**config.mk**
```make
export PLATFORM = sky130hd
export DESIGN_NAME = pa_strobed_in
export DESIGN_NICKNAME = d
export VERILOG_FILES = /design/src/rtl/pa_strobed_in.sv
export SDC_FILE = /design/constraint.sdc
export NUM_CORES = 1
export LEC_CHECK = 0
export ABC_AREA = 1
export BUFFER_PORTS_ARGS = -buffer_cell sky130_fd_sc_hd__buf_2
export CORE_ASPECT_RATIO = 1.4
export CORE_MARGIN = 3
export CORE_UTILIZATION = 30
export DETAILED_ROUTE_END_ITERATION = 7
export GPL_ROUTABILITY_DRIVEN = 0
export HOLD_SLACK_MARGIN = 0.08
export PLACE_DENSITY = 0.5
export SLEW_MARGIN = 25
export SYNTH_ARGS = -nofsm -noshare
export SYNTH_HDL_FRONTEND = slang
export SYNTH_SLANG_ARGS = --single-unit
```
**constraint.sdc**
```tcl
create_clock -name clk -period 2.9 [get_ports clk]
set_input_delay 0.435 -clock clk [delete_from_list [all_inputs] [get_ports clk]]
set_output_delay 0.435 -clock clk [all_outputs]
set_load 0.005 [all_outputs]
```
**src/rtl/pa_strobed_in.sv**
```systemverilog
// Port A strobed input (8255A mode 1 input / mode 0 basic input).
// Latency: STB_n/PAInRd pin edge to IBF/INTR change is SYNC_STAGES+1 clk edges; mode 0 pin to Dout is SYNC_STAGES edges.
// Backpressure: no flow control toward the peripheral beyond IBF; a strobe into a full buffer overwrites it and sets OVR.
//
// Ports:
//   clk, reset        system clock, asynchronous active-high reset
//   mode              0 = basic input, 1 = strobed input
//   PAIn[7:0]         port A pins (asynchronous)
//   STB_n             peripheral strobe, active-low (asynchronous)
//   PAInRd            CPU read of port A, active-low (asynchronous)
//   INTESet/INTEVal   one-cycle load of the interrupt enable
//   Dout[7:0]         byte toward the data-bus buffer
//   IBF, INTR, INTE   input buffer full, interrupt request, interrupt enable
//   OVR               sticky overrun, cleared when the buffer is read out
module pa_strobed_in #(
  parameter int SYNC_STAGES = 2
) (
  input  logic       clk,
  input  logic       reset,
  input  logic       mode,
  input  logic [7:0] PAIn,
  input  logic       STB_n,
  input  logic       PAInRd,
  input  logic       INTESet,
  input  logic       INTEVal,
  output logic [7:0] Dout,
  output logic       IBF,
  output logic       INTR,
  output logic       INTE,
  output logic       OVR
);

  typedef enum logic [1:0] {
    EMPTY  = 2'd0,
    STROBE = 2'd1,
    FULL   = 2'd2,
    READ   = 2'd3
  } state_t;

  // ---------------------------------------------------------------------------
  // Input synchronizers plus one delayed copy of each strobe for edge detection
  // ---------------------------------------------------------------------------
  logic [SYNC_STAGES-1:0] stb_sync;
  logic [SYNC_STAGES-1:0] rd_sync;
  logic [7:0]             pa_sync [SYNC_STAGES];
  logic                   stb_d;
  logic                   rd_d;

  logic                   stb_s;
  logic                   rd_s;
  logic [7:0]             pa_s;

  assign stb_s = stb_sync[SYNC_STAGES-1];
  assign rd_s  = rd_sync[SYNC_STAGES-1];
  assign pa_s  = pa_sync[SYNC_STAGES-1];

  always_ff @(posedge clk or posedge reset) begin
    if (reset) begin
      stb_sync <= '1;
      rd_sync  <= '1;
      for (int i = 0; i < SYNC_STAGES; i++) begin
        pa_sync[i] <= 8'h00;
      end
      stb_d <= 1'b1;
      rd_d  <= 1'b1;
    end else begin
      stb_sync   <= {stb_sync[SYNC_STAGES-2:0], STB_n};
      rd_sync    <= {rd_sync[SYNC_STAGES-2:0], PAInRd};
      pa_sync[0] <= PAIn;
      for (int i = 1; i < SYNC_STAGES; i++) begin
        pa_sync[i] <= pa_sync[i-1];
      end
      stb_d <= stb_s;
      rd_d  <= rd_s;
    end
  end

  logic stb_fall;
  logic rd_fall;
  logic rd_rise;

  assign stb_fall = stb_d & ~stb_s;
  assign rd_fall  = rd_d & ~rd_s;
  assign rd_rise  = ~rd_d & rd_s;

  // ---------------------------------------------------------------------------
  // Handshake state machine
  // ---------------------------------------------------------------------------
  state_t     state_q, state_d;
  logic [7:0] latch_q, latch_d;
  logic       pend_q, pend_d;
  logic       ibf_d;
  logic       ovr_d;
  logic       mode_q;
  logic       mode_chg;

  assign mode_chg = mode ^ mode_q;

  always_comb begin
    state_d = state_q;
    latch_d = latch_q;
    pend_d  = pend_q;
    ibf_d   = IBF;
    ovr_d   = OVR;

    if (!mode || mode_chg) begin
      // Mode 0 holds the handshake idle; any mode change restarts it.
      // The latch is deliberately left alone.
      state_d = EMPTY;
      ibf_d   = 1'b0;
      pend_d  = 1'b0;
      ovr_d   = 1'b0;
    end else begin
      unique case (state_q)
        EMPTY: begin
          // Level-sensed so a strobe that collided with a read is picked up
          // as soon as the read completes.
          if (!stb_s) begin
            state_d = STROBE;
            latch_d = pa_s;
            ibf_d   = 1'b1;
          end
        end
        STROBE: begin
          if (!stb_s) begin
            latch_d = pa_s;
          end else begin
            // STB was low on entry, so high here is the rising edge.
            state_d = FULL;
            pend_d  = 1'b1;
          end
        end
        FULL: begin
          if (rd_fall) begin
            // Read wins over a simultaneous strobe.
            state_d = READ;
            pend_d  = 1'b0;
          end else if (stb_fall) begin
            state_d = STROBE;
            latch_d = pa_s;
            ovr_d   = 1'b1;
          end
        end
        READ: begin
          if (rd_rise) begin
            state_d = EMPTY;
            ibf_d   = 1'b0;
            ovr_d   = 1'b0;
          end
        end
        default: begin
          state_d = EMPTY;
        end
      endcase
    end
  end

  always_ff @(posedge clk or posedge reset) begin
    if (reset) begin
      state_q <= EMPTY;
      latch_q <= 8'h00;
      pend_q  <= 1'b0;
      IBF     <= 1'b0;
      OVR     <= 1'b0;
      mode_q  <= 1'b0;
    end else begin
      state_q <= state_d;
      latch_q <= latch_d;
      pend_q  <= pend_d;
      IBF     <= ibf_d;
      OVR     <= ovr_d;
      mode_q  <= mode;
    end
  end

  // Interrupt enable is a plain loadable bit, independent of the handshake.
  always_ff @(posedge clk or posedge reset) begin
    if (reset) begin
      INTE <= 1'b0;
    end else if (INTESet) begin
      INTE <= INTEVal;
    end
  end

  // Masking INTE leaves pend_q intact, so re-enabling re-raises INTR.
  assign INTR = pend_q & INTE;
  assign Dout = mode ? latch_q : pa_s;

endmodule

```
### Yosys cells after proc, flatten, opt, wreduce, memory -nomap -nowiden

Cells that the tools add are included.

| word-level totals | value |
|---|---|
| register bits after elaboration | 37 |
| bits in latches | 0 |
| bits in writable memories | 0 |
| memory bits (read-only) | 0 |
| output and inout bits | 12 |
| logic and storage cells | 72 |
| memories | 0 |

| operators by class | value |
|---|---|
| $add $sub $neg | 0 |
| multiply operators | 0 |
| div/mod/pow operators | 0 |
| $lt $le $gt $ge | 0 |
| equality and inequality tests | 13 |
| shift operators | 0 |
| muxes and demuxes | 24 |
| bitwise operators | 9 |
| reduce and logical (&&, ||, !) cells | 13 |

Operators by type and width:

| operator | count |
|---|---|
| 8-bit 2-to-1 mux | 4 |
| 3-bit inequality test, second input constant | 6 |
| 8-bit one-hot mux with 2 select lines | 1 |
| 2-bit 2-to-1 mux | 6 |
| 1-bit 2-to-1 mux | 9 |
| 3-bit nonzero test | 3 |
| 2-bit one-hot mux with 4 select lines | 1 |
| 4-bit AND reduction | 2 |
| 2-bit inequality test, second input constant | 3 |
| 1-bit one-hot mux with 2 select lines | 3 |
| 3-bit AND reduction | 2 |
| 5-bit AND reduction | 1 |
| 1-bit AND | 4 |
| 2-bit equality test, second input constant | 2 |
| 4-bit inequality test, second input constant | 1 |
| 1-bit NOT | 4 |
| 2-bit by 1-bit equality test with 1-bit output, second input constant | 1 |
| 2-bit zero test | 1 |
| 2-bit nonzero test | 1 |
| 2-bit OR reduction | 1 |
| 1-bit zero test | 1 |
| 1-bit logical OR | 1 |
| 1-bit bitwise XOR | 1 |

### Longest topological paths before layout

Gate-level depths: netlist of run 1.

| depth | value |
|---|---|
| depth in word-level cells | 6 |
| depth in mapped cells | 9 |
| gate-level depth less buffers | 9 |

### Worst setup path after synthesis of run 1

No wires, ideal clock.

| timing path | value |
|---|---|
| path kind | reg-to-reg |
| start | reg rd_sync[1] |
| end | reg latch_q[4] |
| library setup time | 0.117 ns |
| data arrival time | 1.175 ns |
| required time | 2.783 ns |
| path slack | 1.607 ns |
| cell stages (with the launch flop) | 9 |
| cells stage by stage | dfstp_2 > inv_1 > nand2_1 > inv_1 > o21ai_2 > nand2_2 > buf_6 > nand2_1 > o21ai_2 |

| between the ends | value |
|---|---|
| word-level cells in the longest chain between the ends | 4 |

Ends and longest elaborated chain:

| item | line | text |
|---|---|---|
| from (decl) | 44 | `logic [SYNC_STAGES-1:0] rd_sync;` |
| from (signal assigned) | 68 | `rd_sync <= {rd_sync[SYNC_STAGES-2:0], PAInRd};` |
| 1-bit NOT | 83 | `assign rd_fall = rd_d & ~rd_s;` |
| 1-bit AND | 83 |  |
| 2-bit inequality test (no line) | n/a |  |
| 5-bit AND reduction (no line) | n/a |  |
| to (signal assigned) | 168 | `latch_q <= latch_d;` |
| to (decl) | 90 | `logic [7:0] latch_q, latch_d;` |

No other way between the ends.
A chain may end at the register's enable or synchronous reset.

### Worst setup path in the final report of run 1

| timing path | value |
|---|---|
| start | reg rd_sync[1] |
| end | reg latch_q[3] |

Same word-level chain as after synthesis.

==> results.md, run 1 <==
### Worst setup path
• **Worst R2R Setup Slack** 1.44 ns
• **FF-to-FF End** latch_q[3]
• **critical path buffer and inverter count** 2
• **cells along the critical path** inv_1, nand2_1, inv_1, o21ai_2, nand2_2, nand2_1, o21ai_2
• **crit path kind** flip-flop to flip-flop
• **cell family with most CP delay** flip-flops
• **R2R cell count** 7
• **FF-to-FF Start** rd_sync[1]
• **worst-path cell with the longest stage delay** dfstp_2
• **Critical Path Start Type** flip-flop
• **data required time of the worst path** 3.07 ns
• **Critical Path Fanout Max** 16
• **Max stage delay on crit path** 0.54 ns
• **Setup crit end kind** flip-flop
• **data arrival time at the worst-slack endpoint** 1.63 ns

### Route
• **average routed wire per standard cell** 10.4 microns
• **number of DRC markers after the initial detailed-route iteration** 71
• **number of detailed-routing iterations run before antenna repair** 4
• **Antenna Nets Post-Route** 0
• **count of unresolved DRC violations after routing** 0
• **overall via count from detail_route** 985
• **wire length reported by the detailed router** 2460 microns
• **detailed-route vias per instance** 4.16

### Clocking
• **maximum root-to-sink buffer count** 2
• **count of hold buffers inserted by post-cts repair** 0
• **CTS root buf** clkbuf_8
• **Resize count post-CTS** 0
• **CTS tree** done
• **number of CTS-inserted buffers** 5
• **clock-pin transition on the worst setup and hold timing paths** 0.08 ns
• **insertion delay of the later-clocked pin in the worst-skew pair** 0.29 ns
• **Sinks on Clock Net** 37
• **number of H-tree levels** 2
• **Setup Fix Bufs, Post-CTS** 0

### Outcome
• **result of the run** completed

### Synth
• **area share of and/or/nand/nor cells after synthesis** 17.0%
• **synthesized net count** 157
• **dominant combinational cell family by area after synthesis** simple AND/OR/NAND/NOR gates
• **number of enable-type register cells in the synthesized netlist** 0
• **area leader, netlist** dfrtp_1
• **Seq cells post-synth** 37
• **register area share after synthesis** 65.4%
• **Synth Area in Compound Gates** 9.39%
• **top-count cell post-synth** nand2_1
• **multiplexer share of the synthesized area** 0.789%
• **most used flip-flop cell after synthesis** dfrtp_1
• **fraction of synthesis flops using an asynchronous set or reset pin** 100%
• **adder and majority gate portion of the synthesized area** 0%
• **proportion of netlist area held by the largest area contributor** 54.4%
• **most frequent cells after synthesis** nand2_1, dfrtp_1, inv_1, o21ai_0, o21ai_2
• **average cell area after synthesis** 10.0 sq um
• **Synth area leaders** dfrtp_1, dfstp_2, nand2_1
• **xor and xnor fraction of the mapped netlist area** 0%
• **summed instance area of the synthesized netlist** 0.00143 sq mm
• **total number of yosys warnings** 0
• **count of unique library cells instantiated by Yosys** 16
• **gate count of the mapped netlist** 142

### Floorplanning
• **std cell rows** 29
• **Core Footprint** 0.00457 sq mm
• **vertical die dimension** 87.6 microns
• **initial core utilization** 31.2%
• **area of the die** 0.00563 sq mm
• **Die Wd** 64.3 microns
• **I/O pin total** 27

### Power
• **total power divided by cell area** 612 mW/mm^2
• **power spent charging and discharging nets** 0.272 mW
• **share of total power consumed by net switching** 25.9%
• **static leakage power** 0.907 nW
• **Worst VDD drop** 0.353 mV
• **portion of total power attributed to sequential cells** 55.7%
• **Logic pwr share** 10.9%
• **internal power contribution** 0.776 mW
• **Clk pwr share** 33.4%

### Global route
• **aggregate global routing overflow** 0
• **global routing met3 resource utilization** 3.47%
• **global-route wire length before repair** 4490 microns
• **antenna violations before repair** 0
• **met2 routing resource usage after global routing** 18.4%
• **GR Layer Usage met1** 10.7%
• **via count of the first global-routing pass** 1081
• **global-route usage over all layers** 10.5%
• **maximum number of pins on one net before global-route repair** 38
• **most heavily used metal layer in global routing** met2

### STA
• **final critical delay including setup and external delays** 1.46 ns
• **maximum frequency from static timing analysis** 685 MHz
• **endpoints failing hold** 0
• **setup repair after global routing missed its margin** no
• **Final setup viols** 0
• **setup TNS** 0 ns
• **headroom to the max-slew limit** 69.6%
• **worst hold margin** 0.233 ns
• **Period Utilization, post-route** 50.3%
• **worst clock skew on the final layout** 0.00538 ns
• **fin. max-slew vios** 0
• **actual slew at the worst max-slew pin** 0.456 ns

### Cells and area
• **fraction of layout instances using a drive strength above 1** 32.0%
• **post-layout instance area** 0.00171 sq mm
• **final antenna diode count** 0
• **post-layout instance count excluding filler cells** 237
• **final standard cell utilization of the core** 37.5%
• **area growth from synthesis to layout** 20.1%
• **fill cell total of the finished layout** 466
• **final net count** 189

### Flow run
• **max-cap violation count** 0

### Min path
• **HP Class** input port to async pin

### Placed design
• **IO buf count** 26
• **placed cell areas** 0.00163 sq mm
• **Cells after DPL** 229
• **detailed placement HPWL** 1700 microns

## stage by stage
stage	power [mW]	worst slack [ns]
floorplan	0.666	1.61
global route	1.12	1.29
CTS	1.07	1.42
detailed placement	0.712	1.25
global placement	0.707	1.31
finish	1.05	1.44
## final cells by class
cell class	count	area, sq um	share of cell area (%)
clock buffer	5	68.8	4.02
clock inverter	3	17.5	1.02
inverter	24	90.1	5.26
multi-input combinational	79	388	22.6
sequential	37	933	54.5
tap	62	77.6	4.53
timing repair buffer	27	138	8.04
## routing by layer
layer  wire, microns  part of all wire [%]
met2            1300                    53
met3             154                   6.3
met4              51                   2.1
met5               0                     0
met1             950                    39
## cell usage in the layout (no fill, tap or decap)
cell	count
nand3_1	5
nor2_1	7
mux2_2	1
inv_2	1
o21ai_0	10
a21oi_1	1
nand2_2	2
buf_2	26
dfstp_2	6
o21ai_2	9
clkinvlp_4	1
clkinv_2	2
inv_1	23
buf_4	1
nor3_2	1
clkbuf_8	5
nor2_4	1
nand2_1	42
dfrtp_1	31
## kinds of logic after synthesis
group,Yosys count
flops,37
mux,1
simple gates,58
compound gates,20
buf+inv,26
## worst min-delay path, delay by kind of cell
family | cells | cell delay (ns)
buffers and inverters | 3 | 0.51
## worst max-delay path by stage
stage | depth (start not counted) | start | to | slack [ns]
2_1_floorplan | 8 | rd_sync[1] | latch_q[4] | 1.61
3_3_place_gp | 6 | mode | latch_q[3] | 1.31
3_5_place_dp | 6 | mode | latch_q[3] | 1.25
4_1_cts | 7 | rd_sync[1] | latch_q[3] | 1.42
5_1_grt | 7 | rd_sync[1] | latch_q[3] | 1.29
6_report | 7 | rd_sync[1] | latch_q[3] | 1.44
## power by group through the flow
| stage | clock network [mW] | registers (mW) | logic [mW] |
|---|---|---|---|
| 6_report | 0.350 | 0.583 | 0.114 |
| 5_1_grt | 0.390 | 0.589 | 0.136 |
| 4_1_cts | 0.369 | 0.584 | 0.119 |
| 3_5_place_dp | 0 | 0.593 | 0.119 |
| 3_3_place_gp | 0 | 0.592 | 0.116 |
| 2_1_floorplan | 0 | 0.588 | 0.0781 |
## sequential cells by signal, indices dropped and copies added (netlist names)
name / cells
rd_d: 1
INTE: 1
mode_q: 1
pa_sync: 8
stb_d: 1
OVR: 1
pa_s: 8
rd_sync: 2
pend_q: 1
state_q: 2
latch_q: 8
stb_sync: 2
IBF: 1
Note: power is estimated with default switching activity, not from simulation.
==> run 2: changes to the inputs <==
--- a/config.mk
+++ b/config.mk
@@ -13,7 +13,7 @@
 export DETAILED_ROUTE_END_ITERATION = 7
 export GPL_ROUTABILITY_DRIVEN = 0
 export HOLD_SLACK_MARGIN = 0.08
-export PLACE_DENSITY = 0.5
+export PLACE_DENSITY = 0.52
 export SLEW_MARGIN = 25
 export SYNTH_ARGS = -nofsm -noshare
 export SYNTH_HDL_FRONTEND = slang
==> constraint.sdc (replaced) <==
create_clock -name clk -period 1.2 [get_ports clk]
set_input_delay 0.18 -clock clk [delete_from_list [all_inputs] [get_ports clk]]
set_output_delay 0.18 -clock clk [all_outputs]
set_load 0.005 [all_outputs]
==> run 2 against run 1 <==
Effect of this change:
- the run now ends with setup timing left
- sequential power is 140% higher
- hold slack worse by 0.10 ns
- flip-flop and latch count stayed put
==> results.md, run 2 (same netlist as run 1, synthesis figures left out) <==
### STA
• **Final setup viols** 10
• **maximum frequency from static timing analysis** 785 MHz
• **headroom to the max-slew limit** 75.3%
• **setup slack of the critical path after layout** -0.0737 ns
• **fin. max-slew vios** 0
• **setup repair after global routing missed its margin** yes
• **final critical delay including setup and external delays** 1.27 ns
• **worst clock skew on the final layout** 0.00477 ns
• **Period Utilization, post-route** 106%
• **worst hold margin** 0.132 ns
• **endpoints failing hold** 0
• **actual slew at the worst max-slew pin** 0.370 ns

### Power
• **total power divided by cell area** 1310 mW/mm^2
• **Worst VDD drop** 0.761 mV
• **static leakage power** 1.02 nW
• **post-layout total power** 2.62 mW

### Outcome
• **result of the run** complete, but fails checks
• **violated checks** setup timing

### Worst setup path
• **Critical path origin** rd_sync[1]
• **Critical Path Start Type** flip-flop
• **destination of the critical timing path** latch_q[2]
• **FF-to-FF Start** rd_sync[1]
• **data arrival time at the worst-slack endpoint** 1.45 ns
• **data required time of the worst path** 1.37 ns
• **Worst R2R Setup Slack** -0.07 ns
• **R2R cell count** 7
• **Critical Path Fanout Max** 8
• **FF-to-FF End** latch_q[2]
• **Setup crit end kind** flip-flop
• **crit path kind** flip-flop to flip-flop

### Floorplanning
• **initial core utilization** 31.2%
• **I/O pin total** 27
• **Core Footprint** 0.00457 sq mm
• **Die Wd** 64.3 microns
• **area of the die** 0.00563 sq mm
• **vertical die dimension** 87.6 microns
• **std cell rows** 29

### Cells and area
• **post-layout instance area** 0.00200 sq mm
• **area growth from synthesis to layout** 40.4%
• **final standard cell utilization of the core** 43.8%
• **fill cell total of the finished layout** 469
• **most frequent cells in the layout** nand2_1, dfrtp_1, buf_2
• **most frequent standard cell in the layout excluding fill and tap cells** nand2_1
• **fraction of layout instances using a drive strength above 1** 43.9%
• **final net count** 212
• **final antenna diode count** 0

### Route
• **overall via count from detail_route** 1080
• **sum of met2 wire segment lengths after detailed routing** 1400 microns
• **number of DRC markers after the initial detailed-route iteration** 30
• **average routed wire per standard cell** 10.4 microns
• **highest metal layer used by the detailed router** met4
• **number of detailed-routing iterations run before antenna repair** 5
• **Antenna Nets Post-Route** 0
• **routed length on met3** 124 microns
• **detailed-route vias per instance** 4.15
• **wire length reported by the detailed router** 2700 microns
• **routed length on met1** 1130 microns
• **count of unresolved DRC violations after routing** 0

### Placed design
• **Setup WS pre-CTS** -0.184 ns
• **placed cell areas** 0.00168 sq mm
• **IO buf count** 26
• **detailed placement HPWL** 1850 microns

### Clocking
• **number of H-tree levels** 2
• **number of CTS-inserted buffers** 5
• **CTS root buf** clkbuf_8
• **maximum root-to-sink buffer count** 2
• **insertion delay of the later-clocked pin in the worst-skew pair** 0.28 ns
• **clock-pin transition on the worst setup and hold timing paths** 0.07 ns
• **CTS tree** done
• **Sinks on Clock Net** 37

### Global route
• **global-route usage over all layers** 10.3%
• **antenna violations before repair** 0
• **global-route wire length before repair** 4410 microns
• **maximum number of pins on one net before global-route repair** 30
• **via count of the first global-routing pass** 1092
• **aggregate global routing overflow** 0

### Min path
• **HP Class** input port to flip-flop

### Flow run
• **max-cap violation count** 0

==> run 2: stage by stage <==
step           TNS, ns  std cells
6_report        -0.587        260
5_1_grt          -1.28        260
4_1_cts         -0.576        259
3_5_place_dp     -1.51        235
3_3_place_gp     -1.25        235
2_1_floorplan   -0.292        142
==> run 2: timing repair <==
item                       CTS  global route
gates cloned                 1             0
hold buffers                11             0
buffers inserted             4             1
setup endpoints to repair   12            17
pin swaps                    2             2
gates resized for setup     14            19
hold endpoints to repair    12             0
==> run 2: area by class of cell <==
cell class	count	area (sq um)	area share, %
repair buffers	49	347	17.3
clock buffers	5	68.8	3.44
multi-input cells	80	460	23.0
well taps	62	77.6	3.88
flip-flops and latches	37	936	46.8
clock inverters	3	17.5	0.875
inverters	24	95.1	4.75
==> run 2: how the worst min path moves through the flow <==
stage	startpoint	endpoint	cells past startpoint
after floorplan	PAInRd	rd_sync[0]	0
after global placement	reset	IBF	2
after detailed placement	reset	state_q[0]	2
after CTS	INTEVal	INTE	2
after global routing	INTEVal	INTE	2
final	INTEVal	INTE	2
==> run 2: routing by layer <==
metal  up-vias  track usage [%]
met2        30             17.7
met1       505             10.8
met4         0             7.12
li1        538                -
met3         7             2.82
met5         -                0
==> run 2: power breakdown <==
group	switching (mW)	leakage [nW]	internal, mW
Clock	0.421	0.0439	0.400
Combinational	0.198	0.539	0.183
Sequential	0.0538	0.437	1.36
==> run 2: worst max-delay path: stages (launching register included) <==
cell     delay, ns
dfstp_2       0.54
inv_2         0.04
nand2_4       0.06
inv_4         0.04
o21ai_4       0.21
nand2_4       0.12
nand2_1       0.10
o21ai_2       0.05
